## config.mk

```make
export PLATFORM = sky130hd
export DESIGN_NAME = hdmi_video_timing_ctrl
export DESIGN_NICKNAME = d
export VERILOG_FILES = /design/src/rtl/hdmi_pkg.sv /design/src/rtl/video_axis_cnt.sv /design/src/rtl/hdmi_video_timing_ctrl.sv
export SDC_FILE = /design/constraint.sdc
export NUM_CORES = 1
export LEC_CHECK = 0
export CAP_MARGIN = 20
export CELL_PAD_IN_SITES_DETAIL_PLACEMENT = 1
export CELL_PAD_IN_SITES_GLOBAL_PLACEMENT = 1
export CORE_ASPECT_RATIO = 0.8
export CORE_UTILIZATION = 26
export CTS_BUF_LIST = sky130_fd_sc_hd__clkbuf_2
export CTS_CLUSTER_DIAMETER = 60
export DETAILED_ROUTE_END_ITERATION = 10
export HOLD_SLACK_MARGIN = 0.06
export MAX_ROUTING_LAYER = met4
export PLACE_DENSITY_LB_ADDON = 0.1
export SYNTH_ARGS = -nofsm -noshare
export SYNTH_HDL_FRONTEND = slang
export SYNTH_SLANG_ARGS = --single-unit
```

## constraint.sdc

```tcl
create_clock -name clk_i -period 2.79 [get_ports clk_i]
set_input_delay 0.4185 -clock clk_i [delete_from_list [all_inputs] [get_ports clk_i]]
set_output_delay 0.4185 -clock clk_i [all_outputs]
set_load 0.01 [all_outputs]
```

## src/rtl/hdmi_pkg.sv

```systemverilog
// Shared types for the HDMI video timing controller: frame FSM states,
// raster regions and the packed RGB pixel.
package hdmi_pkg;

    typedef enum logic [1:0] {IDLE, ALIGN, RUN} frame_state_t;

    typedef enum logic [1:0] {ACTIVE, FP, SYNC, BP} region_t;

    typedef struct packed {
        logic [7:0] r;
        logic [7:0] g;
        logic [7:0] b;
    } rgb_t;

    // Sync pins idle at ~pol and go to pol while the sync region is asserted.
    function automatic logic sync_level(input logic asserted, input logic pol);
        return asserted ? pol : ~pol;
    endfunction

endpackage

```

## src/rtl/video_axis_cnt.sv

```systemverilog
// One raster axis counter (used for both H and V): counts 0..TOTAL-1 and
// decodes which of ACTIVE/FP/SYNC/BP the current count falls into.
module video_axis_cnt
    import hdmi_pkg::*;
#(
    parameter int ACTIVE_LEN = 1280,
    parameter int FP_LEN     = 110,
    parameter int SYNC_LEN   = 40,
    parameter int BP_LEN     = 220,
    localparam int TOTAL     = ACTIVE_LEN + FP_LEN + SYNC_LEN + BP_LEN,
    localparam int W         = $clog2(TOTAL)
) (
    input  logic         clk_i,
    input  logic         rst_i,
    input  logic         clr_i,
    input  logic         adv_i,
    output logic [W-1:0] cnt_o,
    output region_t      region_o,
    output logic         wrap_o
);

    localparam logic [W-1:0] LAST       = W'(TOTAL - 1);
    localparam logic [W-1:0] FP_START   = W'(ACTIVE_LEN);
    localparam logic [W-1:0] SYNC_START = W'(ACTIVE_LEN + FP_LEN);
    localparam logic [W-1:0] BP_START   = W'(ACTIVE_LEN + FP_LEN + SYNC_LEN);

    logic [W-1:0] cnt_q, cnt_d;

    assign wrap_o = adv_i && (cnt_q == LAST);
    assign cnt_o  = cnt_q;

    always_comb begin
        cnt_d = cnt_q;
        if (clr_i) begin
            cnt_d = '0;
        end else if (adv_i) begin
            cnt_d = (cnt_q == LAST) ? '0 : cnt_q + W'(1);
        end
    end

    always_ff @(posedge clk_i) begin
        if (!rst_i) begin
            cnt_q <= '0;
        end else begin
            cnt_q <= cnt_d;
        end
    end

    always_comb begin
        if (cnt_q < FP_START) begin
            region_o = ACTIVE;
        end else if (cnt_q < SYNC_START) begin
            region_o = FP;
        end else if (cnt_q < BP_START) begin
            region_o = SYNC;
        end else begin
            region_o = BP;
        end
    end

endmodule

```

## src/rtl/hdmi_video_timing_ctrl.sv

```systemverilog
// Raster timing generator feeding the three TMDS encoders: pulls pixels from a
// valid/ready source and emits pixel, data-enable and syncs with one cycle latency.
module hdmi_video_timing_ctrl
    import hdmi_pkg::*;
#(
    parameter int          H_ACTIVE  = 1280,
    parameter int          H_FP      = 110,
    parameter int          H_SYNC    = 40,
    parameter int          H_BP      = 220,
    parameter int          V_ACTIVE  = 720,
    parameter int          V_FP      = 5,
    parameter int          V_SYNC    = 5,
    parameter int          V_BP      = 20,
    parameter logic        SYNC_POL  = 1'b1,
    parameter logic [23:0] BLANK_RGB = 24'h0
) (
    input  logic        clk_i,
    input  logic        rst_i,
    input  logic        en_i,
    input  logic [23:0] px_data_i,
    input  logic        px_data_valid_i,
    input  logic        px_sof_i,
    output logic        px_data_ready_o,
    output logic [23:0] px_data_o,
    output logic        px_data_valid_o,
    output logic        h_sync_o,
    output logic        v_sync_o,
    output logic        underrun_o,
    output logic        sof_err_o
);

    localparam int H_W = $clog2(H_ACTIVE + H_FP + H_SYNC + H_BP);
    localparam int V_W = $clog2(V_ACTIVE + V_FP + V_SYNC + V_BP);

    frame_state_t   state_q, state_d;
    logic [H_W-1:0] h_cnt;
    logic [V_W-1:0] v_cnt;
    region_t        h_region, v_region;
    logic           h_wrap, v_wrap;
    logic           run, active, accept, at_origin, ready;

    rgb_t pix_q, pix_d;
    logic dv_q, dv_d, hs_q, hs_d, vs_q, vs_d;
    logic underrun_q, underrun_d, sof_err_q, sof_err_d;

    assign run       = (state_q == RUN);
    assign active    = run && (h_region == ACTIVE) && (v_region == ACTIVE);
    assign accept    = active && px_data_valid_i;
    assign at_origin = (h_cnt == '0) && (v_cnt == '0);

    // Counters sit at zero outside RUN so the first RUN cycle is always (0,0).
    video_axis_cnt #(
        .ACTIVE_LEN(H_ACTIVE), .FP_LEN(H_FP), .SYNC_LEN(H_SYNC), .BP_LEN(H_BP)
    ) u_h_cnt (
        .clk_i   (clk_i),
        .rst_i   (rst_i),
        .clr_i   (!run),
        .adv_i   (run),
        .cnt_o   (h_cnt),
        .region_o(h_region),
        .wrap_o  (h_wrap)
    );

    video_axis_cnt #(
        .ACTIVE_LEN(V_ACTIVE), .FP_LEN(V_FP), .SYNC_LEN(V_SYNC), .BP_LEN(V_BP)
    ) u_v_cnt (
        .clk_i   (clk_i),
        .rst_i   (rst_i),
        .clr_i   (!run),
        .adv_i   (h_wrap),
        .cnt_o   (v_cnt),
        .region_o(v_region),
        .wrap_o  (v_wrap)
    );

    // The SOF beat is held back in ALIGN so it is consumed as pixel (0,0) in RUN.
    always_comb begin
        state_d = state_q;
        ready   = 1'b0;
        case (state_q)
            IDLE: begin
                if (en_i) state_d = ALIGN;
            end
            ALIGN: begin
                ready = !(px_data_valid_i && px_sof_i);
                if (px_data_valid_i && px_sof_i) state_d = RUN;
            end
            RUN: begin
                ready = active;
                if (v_wrap && !en_i) state_d = IDLE;
            end
            default: state_d = IDLE;
        endcase
    end

    always_comb begin
        pix_d      = '0;
        dv_d       = active;
        hs_d       = sync_level(run && (h_region == SYNC), SYNC_POL);
        vs_d       = sync_level(run && (v_region == SYNC), SYNC_POL);
        underrun_d = underrun_q | (active && !px_data_valid_i);
        sof_err_d  = sof_err_q | (accept && (px_sof_i != at_origin));
        if (active) begin
            pix_d = accept ? rgb_t'(px_data_i) : rgb_t'(BLANK_RGB);
        end
    end

    always_ff @(posedge clk_i) begin
        if (!rst_i) begin
            state_q    <= IDLE;
            pix_q      <= '0;
            dv_q       <= 1'b0;
            hs_q       <= ~SYNC_POL;
            vs_q       <= ~SYNC_POL;
            underrun_q <= 1'b0;
            sof_err_q  <= 1'b0;
        end else begin
            state_q    <= state_d;
            pix_q      <= pix_d;
            dv_q       <= dv_d;
            hs_q       <= hs_d;
            vs_q       <= vs_d;
            underrun_q <= underrun_d;
            sof_err_q  <= sof_err_d;
        end
    end

    assign px_data_ready_o = ready;
    assign px_data_o       = pix_q;
    assign px_data_valid_o = dv_q;
    assign h_sync_o        = hs_q;
    assign v_sync_o        = vs_q;
    assign underrun_o      = underrun_q;
    assign sof_err_o       = sof_err_q;

endmodule

```

# Yosys cells after proc, flatten, opt, wreduce, memory -nomap -nowiden
# Index checks and enable logic that the tools add are counted.
[word_totals]
out_inout_bits = 30
input_bits = 29
wordCells = 71
reg_bits = 52
[op_classes]
n_reduce_logical = 24
n_addsub = 2
mux = 14
n_lt_le_gt_ge = 6
bitwise_logic = 4
eq_ne = 10
[op_table]
columns = ["op", "count"]
rows = [
  ["less-than comparator 11 bit (second input constant)", 3],
  ["less-than comparator 10 bit (second input constant)", 3],
  ["2-to-1 mux 2 bit", 7],
  ["logical AND 1 bit", 12],
  ["adder 11 x 1 -> 11 bit (second input constant)", 1],
  ["equality test 11 bit (second input constant)", 1],
  ["zero test 11 bit", 1],
  ["adder 10 x 1 -> 10 bit (second input constant)", 1],
  ["equality test 10 bit (second input constant)", 1],
  ["zero test 10 bit", 1],
  ["2-to-1 mux 10 bit", 1],
  ["equality test 2 bit (second input constant)", 3],
  ["zero test 2 bit", 3],
  ["case mux 2 bit (3 select lines)", 1],
  ["AND reduction 3 bit", 2],
  ["2-to-1 mux 1 bit", 4],
  ["inequality test 2 bit (second input constant)", 2],
  ["zero test 1 bit", 3],
  ["OR reduction 3 bit", 1],
  ["equality test 2 x 1 -> 1 bit (second input constant)", 1],
  ["inequality test 2 x 1 -> 1 bit (second input constant)", 1],
  ["inverter 1 bit", 2],
  ["OR 1 bit", 2],
  ["case mux 1 bit (2 select lines)", 1],
  ["other kinds (2)", 2],
]

# Longest topological paths before layout
# Gate-level depths: netlist of run 1.
[logic_depth]
depth_word = 10
ltp_mapped = 9
ltp_nobuf = 6

# Modules after synthesis
# From an unflattened synthesis of run 1, not the netlist that was laid out.
[unflattened]
cells_unflattened = 245
area_unflattened_um2 = 2323.5
[modules_own_cells]
columns = ["mod", "instances", "area_per_inst_um2", "cells_per_inst", "seq_area_each_um2"]
rows = [
  ["hdmi_video_timing_ctrl", 1, 1102.3, 102, 620.6],
  ["video_axis_cnt at u_h_cnt", 1, 645.6, 75, 220.2],
  ["video_axis_cnt at u_v_cnt", 1, 575.6, 68, 200.2],
]

# Least setup slack after synthesis of run 1
# Ideal clock, no wire load.
[synth_path]
path_type = "reg2reg"
from = "register u_h_cnt.cnt_q[2], in the netlist u_h_cnt.cnt_o[2]"
to = "register u_v_cnt.cnt_q[5], in the netlist u_v_cnt.cnt_o[5]"
path_slack_ps = 769
path_stages_with_launch = 7
setup_time_ps = 70
period_less_slack_ps = 2021
n_path_buf = 2
t_arrival_ps = 1951
t_required_ps = 2720
cell_sequence = "dfxtp_1 -> buf_6 -> or3_4 -> or4_1 -> clkbuf_2 -> or4_1 -> a21oi_1"
[synth_via]
elab_chain_len = 2
[synth_lines]
columns = ["item", "line_no", "rtl"]
rows = [
  ["from (decl)", "video_axis_cnt.sv:27", "logic [W-1:0] cnt_q, cnt_d;"],
  ["from (signal assigned)", "video_axis_cnt.sv:45", "cnt_q <= cnt_d;"],
  ["equality test 11 bit", "video_axis_cnt.sv:29", "assign wrap_o = adv_i && (cnt_q == LAST);"],
  ["logical AND 1 bit", "video_axis_cnt.sv:29", ""],
  ["to (signal assigned)", "video_axis_cnt.sv:45", ""],
  ["to (decl)", "video_axis_cnt.sv:27", ""],
]
# No other way between the ends.
# A chain may end at the register's enable or synchronous reset.

# Final worst setup path of run 1
[layout_path]
from = "register state_q[1]"
to = "output px_data_ready_o"
[layout_via]
elab_chain_len = 4
word_cells_on_any_way = 5
classes_between = "eq/ne (2); mux (1); reduce/logical (2)"
[layout_lines]
columns = ["item", "line_no", "rtl"]
rows = [
  ["from (decl)", "hdmi_video_timing_ctrl.sv:35", "frame_state_t state_q, state_d;"],
  ["from (signal assigned)", "hdmi_video_timing_ctrl.sv:118", "state_q <= state_d;"],
  ["equality test 2 bit", "hdmi_video_timing_ctrl.sv:46, hdmi_video_timing_ctrl.sv:80", ""],
  ["logical AND 1 bit (2 in a row)", "hdmi_video_timing_ctrl.sv:47", "assign active = run && (h_region == ACTIVE) && (v_region == ACTIVE);"],
  ["case mux 1 bit (2 select lines) *", "hdmi_video_timing_ctrl.sv:80", "case (state_q)"],
  ["to (decl)", "hdmi_video_timing_ctrl.sv:23", "output logic px_data_ready_o,"],
]
# Every way passes the cells marked *; elsewhere a longest branch is shown, timed or not.

==> summary by stage, run 1 <==
Run status
The flow ran to the end, and the final reports show no timing, DRC or antenna violations.

Timing
The count of pins over their slew limit came to 0. Setup repair after global routing left no endpoint under its margin. The ratio of final minimum period to clock period is between 90 and 100%. The clock arrives with 20.0 ps of skew. The post-route setup TNS is 0 ps. The transition time at the pin with the least slew margin is between 400 and 500 ps.

Timing would allow up to 391 MHz. Setup violations remaining at the end of the flow were counted as 0. Headroom to the max-slew limit came out at 71.0%. The final hold violation count came to 0. The final critical-path required period is 2560 ps.

Clock tree
Clock tree synthesis selected as its root buffer the cell sky130_fd_sc_hd__clkbuf_2. The clock passes through at most 2 buffers. The clock tree synthesis step divided the H-tree into 2 levels. Clock tree synthesis inserted a total of 5 buffers. The clock transition time at the flip-flop clock pins of the worst setup and hold paths is between 200 and 300 ps.

At the later pin of the worst-skew pair, clock insertion delay measures about 420 ps. For this design, the sink count on the clock tree is 52. TritonCTS built the clock tree.

GRT
The number of global-route vias before repair is 1909. The first global-routing pass estimated ~9800 um of wire. The maximum number of pins on one net before global-route repair is 29. Across every metal layer, demand over resource in global routing totals 14.2%.

After global routing the overflow that remains totals 0. The initial antenna violation count came to 0.

Synthesis
The synthesized design contains 52 register bits. The proportion of synthesized chip area in sequential cells is 46.3%. The portion of netlist area occupied by mux cells is about 1.3%. The number of nets handed over by synthesis was 286.

In this run, synthesis inferred 0 flip-flops with an integrated enable. The synthesized netlist devotes 6.67% of its cell area to adder and majority cells. Of the total synthesized cell area, the portion taken by AND, OR, NAND and NOR gates is 27.5%. The synthesized cell area is 0.00225 mm^2.

The mean instance size in the synthesized netlist is between 9 and 10 um^2. The gate count after technology mapping is 245. The compound-cell area share of the yosys netlist is 7.45%. In the synthesized netlist the async set-or-reset flop fraction comes to 0%. The area share of xor/xnor cells in the synthesized design is 4.67%. The commonest register cell after synthesis is sky130_fd_sc_hd__dfxtp_1. The combinational family with the most area after synthesis is simple AND/OR/NAND/NOR gates. For this run, the number of Yosys warnings is 0. The unique cell type count in the Yosys netlist is 45.

Pwr
Power comes to 1.36 mW. The leakage power is around 1.1 nW. The maximum ir drop on the vdd rail is roughly 0.17 mV. In this run the power density over the cells is 461 mW/mm^2.

Worst hold path
The worst min-delay path endpoint is sof_err_o. The worst hold path begins at sof_err_o. The worst hold path passes through 2 cells. The class of the most critical hold timing path is register to register.

Critical path
The top fanout value on the critical path is 4. The reg-to-reg setup timing slack is 600 ps. STA classifies the critical path startpoint as a register. The kind of capture point of the worst setup path is an output pin. The cell depth of the worst flop-to-flop path is 6. The worst register-to-register path ends at u_v_cnt.cnt_o[8]. In this run the critical register-to-register path is launched from u_h_cnt.cnt_o[1]. At the worst endpoint, the required time is ~2400 ps.

The arrival time of the worst setup path is 2140 ps. The critical path is of the register to output pin type.

Finish
The number of filler instances in the final layout is 968. The number of antenna diodes in the final layout is 0. In the layout the commonest cells are sky130_fd_sc_hd__clkdlybuf4s50_1, sky130_fd_sc_hd__dfxtp_1, sky130_fd_sc_hd__and3_1. From synthesis to final layout, the design area changed by 30.9%.

The post-route cell area is 0.00295 mm^2. Leaving out fill and tap cells, the most frequent cell in the layout is sky130_fd_sc_hd__clkdlybuf4s50_1. In the final layout, the share of cells above drive strength 1 is 5.72%. Summing all flip-flop and latch instances after layout gives 0.00104 mm^2.

The combined area of the multi-input logic cells is ~0.0011 mm^2. For this run, the number of standard cells in the final layout without fillers is about 400. The final layout net count is approximately 340.

Floorplanning
The total core area is 0.00816 mm^2. The starting density of the core is 27.6%. For this design the top-level I/O count stands at 59.

The placement row count is 29. The total die area is 0.00903 mm^2. The x dimension of the die is 106 um. The vertical die dimension is roughly 85 um.

Placement
The total half-perimeter wirelength after legalization and detailed placement is around 4300 um. In this run the cell area measured after placement is a little under 0.003 mm^2. Including well taps, the total number of placed cells is 397. The number of I/O port buffers is between 50 and 60. The congestion estimate from routability-driven global placement came to approximately 0.74.

Route
The antenna violation net count after detailed routing is 0. The routed design has ~5900 um of wire. The first-pass detailed-route iteration total is 4. For this block, the via count after detailed routing is 1931. After the first detailed-routing iteration, the DRC count stood at 41.

Dividing the detail-routed via count by the number of cells gives 4.77. Dividing the detail-routed wire length by the instance count gives 14.6 um. For this run, design rule violations remaining after detail routing come to 0.

Flow run
The number of max-cap violations is 0.
[worst max path at each step]
stage / from / cells after the start / slack [ps] / to
final: state_q[1] / 6 / 230 / px_data_ready_o
after floorplan: u_h_cnt.cnt_o[2] / 6 / 770 / u_v_cnt.cnt_o[5]
after detailed placement: px_sof_i / 5 / 400 / px_data_ready_o
after global placement: px_sof_i / 5 / 440 / px_data_ready_o
after CTS: state_q[1] / 6 / 100 / px_data_ready_o
after global routing: state_q[1] / 6 / 40 / px_data_ready_o
[state kept, by name, indices dropped and copies added (netlist names)]
| signal | flops |
|---|---|
| px_data_o | 24 |
| u_h_cnt.cnt_o | 11 |
| u_v_cnt.cnt_o | 10 |
| state_q | 2 |
| h_sync_o | 1 |
| px_data_valid_o | 1 |
| sof_err_o | 1 |
| underrun_o | 1 |
| v_sync_o | 1 |
[final cells by class]
cell class | instances | share of cell area [%]
clock inverters | 3 | 0.467
well taps | 108 | 4.59
clock buffers | 5 | 0.850
repair buffers | 63 | 21.0
multi-input cells | 163 | 36.4
flip-flops and latches | 52 | 35.3
inverters | 11 | 1.40
[logic make-up (layout without fill, tap and decap cells)]
kind of cell | Yosys count | in the layout
buffers and inverters | 30 | 82
and+or+nand+nor | 110 | 110
AOI/OAI and AO/OA | 26 | 26
DFF | 52 | 52
adders and majority gates | 12 | 12
muxes | 3 | 3
xor gates and xnor gates | 12 | 12
[stage by stage]
step | worst slack (ps) | utilization [%] | hold WS (ps)
after floorplan | 769 | - | 445
after global placement | 443 | 35.6 | 448
after detailed placement | 400 | 35.6 | 454
after CTS | 96.3 | 36.1 | 497
after global routing | 38.7 | 36.1 | 454
final | 230 | 36.1 | 490
[report_power, final]
part           internal [mW]  leakage (nW)  switching, mW
registers              0.774         0.419         0.0179
clock network         0.0565        0.0302          0.233
logic                  0.143         0.643          0.133
total                  0.973          1.09          0.385
[metal layers]
layer | track usage [%] | up-vias | wire [um]
li1 | - | 959 | -
met1 | 20.2 | 933 | 3070
met2 | 20.6 | 37 | 2600
met3 | 3.15 | 2 | 216
met4 | 3.03 | 0 | 29
met5 | - | - | 0
[worst max-delay path, cell delays in order, from the launching register on]
cell	delay [ps]
sky130_fd_sc_hd__dfxtp_1	390
sky130_fd_sc_hd__inv_1	130
sky130_fd_sc_hd__ha_1	180
sky130_fd_sc_hd__a21boi_1	260
sky130_fd_sc_hd__a41oi_1	80
sky130_fd_sc_hd__nor2b_1	130
sky130_fd_sc_hd__clkdlybuf4s50_1	560
[what timing repair did]
action / CTS / global route
setup endpoints to repair: 0 / 1
buffers inserted: 0 / 0
gates resized for setup: 0 / 1
hold buffers: 0 / 0
[synth_stat cells, types with 2 or more instances]
| library cell | instances | area [um^2] |
|---|---|---|
| sky130_fd_sc_hd__a21oi_1 | 7 | 35.0 |
| sky130_fd_sc_hd__a31oi_1 | 2 | 12.5 |
| sky130_fd_sc_hd__and3_1 | 24 | 150 |
| sky130_fd_sc_hd__buf_2 | 2 | 10.0 |
| sky130_fd_sc_hd__buf_4 | 3 | 22.5 |
| sky130_fd_sc_hd__clkbuf_1 | 10 | 37.5 |
| sky130_fd_sc_hd__clkbuf_2 | 3 | 15.0 |
| sky130_fd_sc_hd__dfxtp_1 | 52 | 1040 |
| sky130_fd_sc_hd__ha_1 | 12 | 150 |
| sky130_fd_sc_hd__inv_1 | 11 | 41.3 |
| sky130_fd_sc_hd__mux2i_1 | 3 | 30.0 |
| sky130_fd_sc_hd__nand2_1 | 16 | 60.1 |
| sky130_fd_sc_hd__nand3_1 | 6 | 30.0 |
| sky130_fd_sc_hd__nand4_1 | 9 | 56.3 |
| sky130_fd_sc_hd__nor2_1 | 20 | 75.1 |
| sky130_fd_sc_hd__nor2b_1 | 2 | 12.5 |
| sky130_fd_sc_hd__nor3_1 | 6 | 30.0 |
| sky130_fd_sc_hd__nor4_1 | 8 | 50.1 |
| sky130_fd_sc_hd__o2111ai_1 | 2 | 17.5 |
| sky130_fd_sc_hd__o21ai_0 | 6 | 30.0 |
| sky130_fd_sc_hd__or3_1 | 5 | 31.3 |
| sky130_fd_sc_hd__or4_1 | 3 | 22.5 |
| sky130_fd_sc_hd__xnor2_1 | 7 | 61.3 |
| sky130_fd_sc_hd__xor2_1 | 5 | 43.8 |
Power figures use the tool's default switching activity.
==> run 2: changes to the inputs <==
Clock period 2.79 ns to 3.3 ns, I/O delays scaled along.
==> run 2 against run 1 <==
- clock skew down 3.7 ps
- design area decreased by 0.34%
- die area is the same
- sequential power fell by 16%
- via count down 1.7%
- first-iteration DRC count up 17%
- critical path depth shrank 1
- total power shrank 15%
- largest power group unchanged
==> summary by stage, run 2 (same netlist as run 1, synthesis figures left out) <==
Critical path
The endpoint identified for the worst register-to-register timing path is u_v_cnt.cnt_o[7]. In this run the worst setup path begins at state_q[0]. The worst endpoint required time is 2800 ps. The reg-to-reg setup timing slack is ~1000 ps. The top fanout value on the critical path is 10. The critical path is of the register to output pin type. Data on the critical path arrives at its endpoint at 2200 ps. The kind of capture point of the worst setup path is an output pin. The worst setup path endpoint is px_data_ready_o.

The worst setup path is launched from a register. Measured in cells, the most critical reg-to-reg path has a length of 6. The origin of the critical flop-to-flop path is state_q[0].

Clock tree
The maximum buffer depth of the clock tree is 2. The insertion delay of the later-clocked pin in the worst-skew pair is about 420 ps. In this run the post-CTS setup repair buffer count came out at 0.

In this run, CTS created clock tree buffers numbering 5. TritonCTS built the clock tree. Hold repair after CTS inserted 0 buffers. After clock tree synthesis, the clock-pin slew on the worst setup and hold paths is 270 ps. Once the clock tree was built, the resizer swapped 0 gates to a different size.

In this run the clock root is driven by a sky130_fd_sc_hd__clkbuf_2. The H-tree was split into 2 levels. Clock tree synthesis found a total of 52 sinks.

Route
The first-pass detailed-route iteration total is 4. The detail route stage leaves a number of antenna-violating nets equal to 0. After detailed routing, the total wire length is 5670 um. In the routed design, unresolved DRC markers number 0. For this block, the via count after detailed routing is roughly 1900. The routed wirelength normalized by instance count is 14.1 um. Using the TritonRoute via totals, the vias-per-cell ratio works out to 4.71. The first routing iteration left 48 violations.

Finish
The final layout net count is 335. Cells with a size suffix above 1 make up 5.08% of the layout. In the layout the commonest cells are sky130_fd_sc_hd__clkdlybuf4s50_1, sky130_fd_sc_hd__dfxtp_1, sky130_fd_sc_hd__and3_1.

Relative to the synthesized area, the layout overhead comes to 30.5%. The number of flip-flops under the largest register name is 24. Fill cells in the final layout number 968.

Excluding fillers, the count of instances in the completed layout stands at 403. 0 antenna diodes ended up in the layout. After routing the design area is 0.00294 mm^2. The most common library cell in the layout ignoring fill and taps is sky130_fd_sc_hd__clkdlybuf4s50_1.

Floorplanning
From bottom edge to top edge, the die measures 85.2 um. The floorplan step set the die width to ~110 um. The number of top-level pins is 59. The starting density of the core is 27.6%.

After floorplanning, the core was sized to cover approximately 0.008 mm^2. The die covers 0.00903 mm^2. Row generation in the floorplan step produced 29 rows.

GRT
The number of global-route vias before repair came to 1859. The maximum number of pins on one net before global-route repair is 28. The first-pass GRT wire length is around 9400 um.

The total overflow left after global routing is 0. Global routing consumed, over all layers together, 13.6% of the routing resources. The initial antenna violation count is 0.

Placement
The number of I/O port buffers is 58. The routability congestion estimate from global placement is 0.741. Before CTS, the worst setup slack after placement is 763 ps. The area of placed instances is 0.00289 mm^2. The number of cells in the design after placement is 395. The total half-perimeter wirelength after legalization and detailed placement is between 4000 and 5000 um.

Worst hold path
In this run the worst hold path is classified as register to register.

Pwr
Summed over all nets, the switching power comes to around 0.33 mW. The clock network is responsible for 22.1% of the overall power. The power consumption is 1.15 mW.

The internal power of the cells totals between 0.8 and 0.9 mW. Combinational logic burns 19.7% of the power. The leakage power is 1.07 nW. VDD sags by at most 0.160 mV. The switching share of total power is 28.7%. The register share of total power is roughly three fifths. Dividing total power by cell area gives a power density of 392 mW/mm^2.

Timing
After layout, the worst path uses 81.8% of the clock period. The count of pins over their slew limit came to 0. The final hold violation count is 0. The maximum clock skew at final layout is 16.2 ps. The final critical-path required period is 2700 ps. Setup repair after global routing left no endpoint under its margin.

Adding up every negative setup slack in the final design gives 0 ps. The maximum frequency from static timing analysis is 371 MHz. The tightest slew margin relative to the limit is 69.6%. Setup violations remaining at the end of the flow were counted as 0. The transition time at the pin with the least slew margin is ~460 ps. The final worst slack is 602 ps.

Flow run
Across the run, the number of max-cap violations was 0.

Run status
The run finished with clean final reports.
run 2: cell types whose count changed in the layout (fill, tap and decap cells not counted), sizes merged:
cell	change
clkinv	-2
clkinvlp	+2
buf	-2
run 2: metal layers:
metal	global-route usage, %	vias to the layer above	share of wire (%)
li1	-	954	-
met1	18.9	916	53
met2	20.1	27	44
met3	2.84	2	3.1
met4	3.41	0	0.51
met5	-	-	0
run 2: how the worst min path moves through the flow:
| stage | start | to | slack, ps | cells past startpoint |
|---|---|---|---|---|
| CTS | sof_err_o | sof_err_o | 500 | 2 |
| global placement | sof_err_o | sof_err_o | 450 | 2 |
| finish | sof_err_o | sof_err_o | 490 | 2 |
| detailed placement | sof_err_o | sof_err_o | 450 | 2 |
| global route | sof_err_o | sof_err_o | 510 | 2 |
| floorplan | u_h_cnt.cnt_o[0] | u_h_cnt.cnt_o[0] | 440 | 1 |
run 2: metrics by stage:
step | hold slack (ps) | util (%)
2_1_floorplan | 445 | -
3_5_place_dp | 448 | 35.4
4_1_cts | 498 | 36.0
3_3_place_gp | 451 | 35.4
6_report | 490 | 36.0
5_1_grt | 511 | 36.0
run 2: critical path: stages, from the launching register on:
cell                              delay [ps]
sky130_fd_sc_hd__dfxtp_1                 410
sky130_fd_sc_hd__inv_1                   120
sky130_fd_sc_hd__ha_1                    400
sky130_fd_sc_hd__a41oi_1                 180
sky130_fd_sc_hd__nor2b_1                 140
sky130_fd_sc_hd__clkdlybuf4s50_1         550
run 2: final cells by class:
type	count	area [um^2]	area share (%)
Clock buffer	5	25.0	0.853
Clock inverter	3	18.8	0.639
Sequential cell	52	1040	35.5
Tap cell	108	135	4.60
Inverter	11	41.3	1.41
Timing Repair Buffer	61	603	20.5
Multi-Input combinational cell	163	1070	36.5
run 2: power groups by stage:
stage | sequential [mW] | clock, mW | combinational (mW)
2_1_floorplan | 0.685 | 0 | 0.117
3_3_place_gp | 0.681 | 0 | 0.228
3_5_place_dp | 0.681 | 0 | 0.228
4_1_cts | 0.670 | 0.276 | 0.231
5_1_grt | 0.674 | 0.299 | 0.253
6_report | 0.669 | 0.254 | 0.226
==> run 3: changes to the inputs <==
Clock period 3.3 ns to 2.5 ns, I/O delays scaled along.
==> run 3 against run 2 <==
- clock power is 87% higher
- register-to-register slack got worse by 760 ps
- first-iteration DRC count grew 8.3%
- cell count increased by 2.2%
- combinational power grew 41%
- critical path type unchanged
- clock-buffer cell count unchanged
- total power increased by 46%
- largest cell class unchanged
- sequential power up 32%
- global-route usage rose by 1.1 points
- critical path depth rose by 1
- via count grew 3.7%
- core utilization is 1.4 points higher
==> summary by stage, run 3 (same netlist as run 1, synthesis figures left out) <==
Timing
The count of pins over their slew limit came to 0. The final-report setup violation count is 0. The final critical-path required period is ~2200 ps.

The post-route setup TNS is 0 ps. Of the available clock period, the critical path in the final layout requires 89.7%. Across all setup checks in the final design, the least slack found is between 200 and 300 ps. The final hold violation count is 0. The clock arrives with approximately 32 ps of skew. For the pin with the worst max-slew slack, the measured transition is 411 ps.

Setup repair after global routing left no endpoint under its margin. Measured against its own limit, the worst slew margin works out to 72.2%. The maximum frequency from static timing analysis is approximately 450 MHz.

Finish
The number of diodes added for antenna fixing is 0. The library cell used most frequently in the layout, excluding fill and tap cells, is sky130_fd_sc_hd__clkdlybuf4s50_1. The final layout net count is 344. The top cell types in the final layout, fill and taps aside, are sky130_fd_sc_hd__clkdlybuf4s50_1, sky130_fd_sc_hd__dfxtp_1, sky130_fd_sc_hd__and3_1. Counting the fill cells in the layout gives 954. The register with the most flip-flops in the layout has 24 of them. The combined flip-flop and latch cell area is 0.00104 mm^2. In the final layout, the share of cells above drive strength 1 is roughly a tenth. The combined area of the multi-input logic cells is 0.00109 mm^2.

The signed area change from the synthesized netlist to the final layout is 35.5%.

Clock tree
The clock transition time at the flip-flop clock pins of the worst setup and hold paths is 300 ps. The total of hold buffers inserted after clock tree synthesis is 0. The maximum buffer depth of the clock tree is 2. The CTS buffer count is 5.

The clock tree from TritonCTS is yes. The total number of H-tree levels is 2. The cell sitting at the root of the clock tree is a sky130_fd_sc_hd__clkbuf_2. Counting every sink on the clock net gives 52.

At the later pin of the worst-skew pair, clock insertion delay measures 460 ps.

GRT
The maximum number of pins on one net before global-route repair is 29. The residual overflow from global routing is 0. The overall fraction of global-route tracks in use is 14.7%. The first global-routing pass estimated 10000 um of wire.

The number of global-route vias before repair is roughly 1900. The initial antenna violation count is 0.

Critical path
The reg-to-reg setup timing slack is 270 ps. The worst setup path is launched from a register. The worst endpoint required time is 2120 ps. The origin of the critical flop-to-flop path is u_h_cnt.cnt_o[0]. The kind of capture point of the worst setup path is an output pin. The source of the critical timing path is state_q[1]. For the worst setup path, the data arrival time is roughly 1900 ps. In this run the worst path has a maximum fanout of 4. The critical path class is register to output pin.

Route
Dividing the detail-routed wire length by the instance count gives 14.8 um. The first-pass detailed-route iteration total is 4. The antenna violation net count after detailed routing is 0.

For this block, the routed nets add up to 6090 um of wire. The iteration-0 DRC count of the detailed router is 52. The via count normalized by instance count is between 4 and 5. Detailed routing inserted a total of 1969 vias. The DRC violations left is 0.

Placement
The routability congestion estimate from global placement is 0.792. In this run the tool buffered the top-level ports with 58 buffer cells. The total half-perimeter wirelength after legalization and detailed placement is about 4400 um. Prior to clock tree synthesis, the placed netlist has a worst setup slack of 251 ps.

Worst hold path
The class of the most critical hold timing path is input pin to register. The startpoint identified for the worst hold timing path is px_data_i[10].

Run status
The run finished with clean final reports.

Flow run
The tool flagged a number of max-cap violations equal to 0.

Floorplanning
The initial utilization of the core area, before any placement, comes to 27.6%. The die covers 0.00903 mm^2. Row generation in the floorplan step produced 29 rows. For this design the top-level I/O count stands at 59. The vertical die dimension is between 80 and 90 um. The floorplan step defined a core boundary enclosing slightly above 0.008 mm^2. The x dimension of the die is ~110 um.

Pwr
The maximum ir drop on the vdd rail is about 0.27 mV. The power per unit of standard cell area is around 550 mW/mm^2. The power consumption is 1.68 mW. The leakage power is 1.14 nW.
-- run 3: changes by cell type in the layout (fill, tap and decap cells not counted), sizes merged --
cell and delta:
clkinvlp -1, dlygate4sd2 +1, inv +1, clkinv -1, buf +9, bufinv +1
clkdlybuf4s50 -1
-- run 3: cell type report --
class                           instances  area share (%)
Multi-Input combinational cell        163            35.7
Timing Repair Buffer                   70            22.0
Tap cell                              108            4.43
Clock buffer                            5           0.821
Inverter                               11            1.35
Sequential cell                        52            34.2
Clock inverter                          3            1.52
-- run 3: metrics by stage --
stage | cells | cell area [um^2] | hold WS [ps] | util [%]
4_1_cts | 412 | 3050 | 416 | 37.3
2_1_floorplan | 245 | 2250 | 445 | -
3_3_place_gp | 404 | 2970 | 456 | 36.3
5_1_grt | 412 | 3050 | 376 | 37.3
3_5_place_dp | 404 | 2970 | 454 | 36.3
6_report | 412 | 3050 | 455 | 37.3
-- run 3: power breakdown --
part | leakage (nW) | switching, mW | internal [mW]
logic | 0.683 | 0.152 | 0.167
registers | 0.420 | 0.0186 | 0.866
clock network | 0.0396 | 0.301 | 0.172
-- run 3: routing by layer --
layer | routed length (um) | track usage, % | part of all wire, % | vias up
li1 | - | - | - | 972
met1 | 3170 | 20.9 | 52 | 966
met2 | 2720 | 20.6 | 45 | 27
met3 | 160 | 3.15 | 2.6 | 4
met4 | 47 | 4.17 | 0.77 | 0
met5 | 0 | - | 0 | -
-- run 3: worst max-delay path, cell delays in order, from the launching register on --
cell and delay, ps:
sky130_fd_sc_hd__dfxtp_2 400, sky130_fd_sc_hd__inv_1 130, sky130_fd_sc_hd__ha_1 180, sky130_fd_sc_hd__a21boi_1 220
sky130_fd_sc_hd__a41oi_1 70, sky130_fd_sc_hd__nor2b_1 140, sky130_fd_sc_hd__dlygate4sd2_1 290
-- run 3: worst paths after layout --
check	endpoint	cells after the start
worst max-delay path	px_data_ready_o	6
worst min-delay path	px_data_o[10]	2
worst max register to register	u_v_cnt.cnt_o[7]	5
worst min register to register	sof_err_o	2
-- run 3: repair_timing --
action	CTS	global route
resized for setup	6	0
setup endpoints to repair	1	0
buffers inserted	0	0
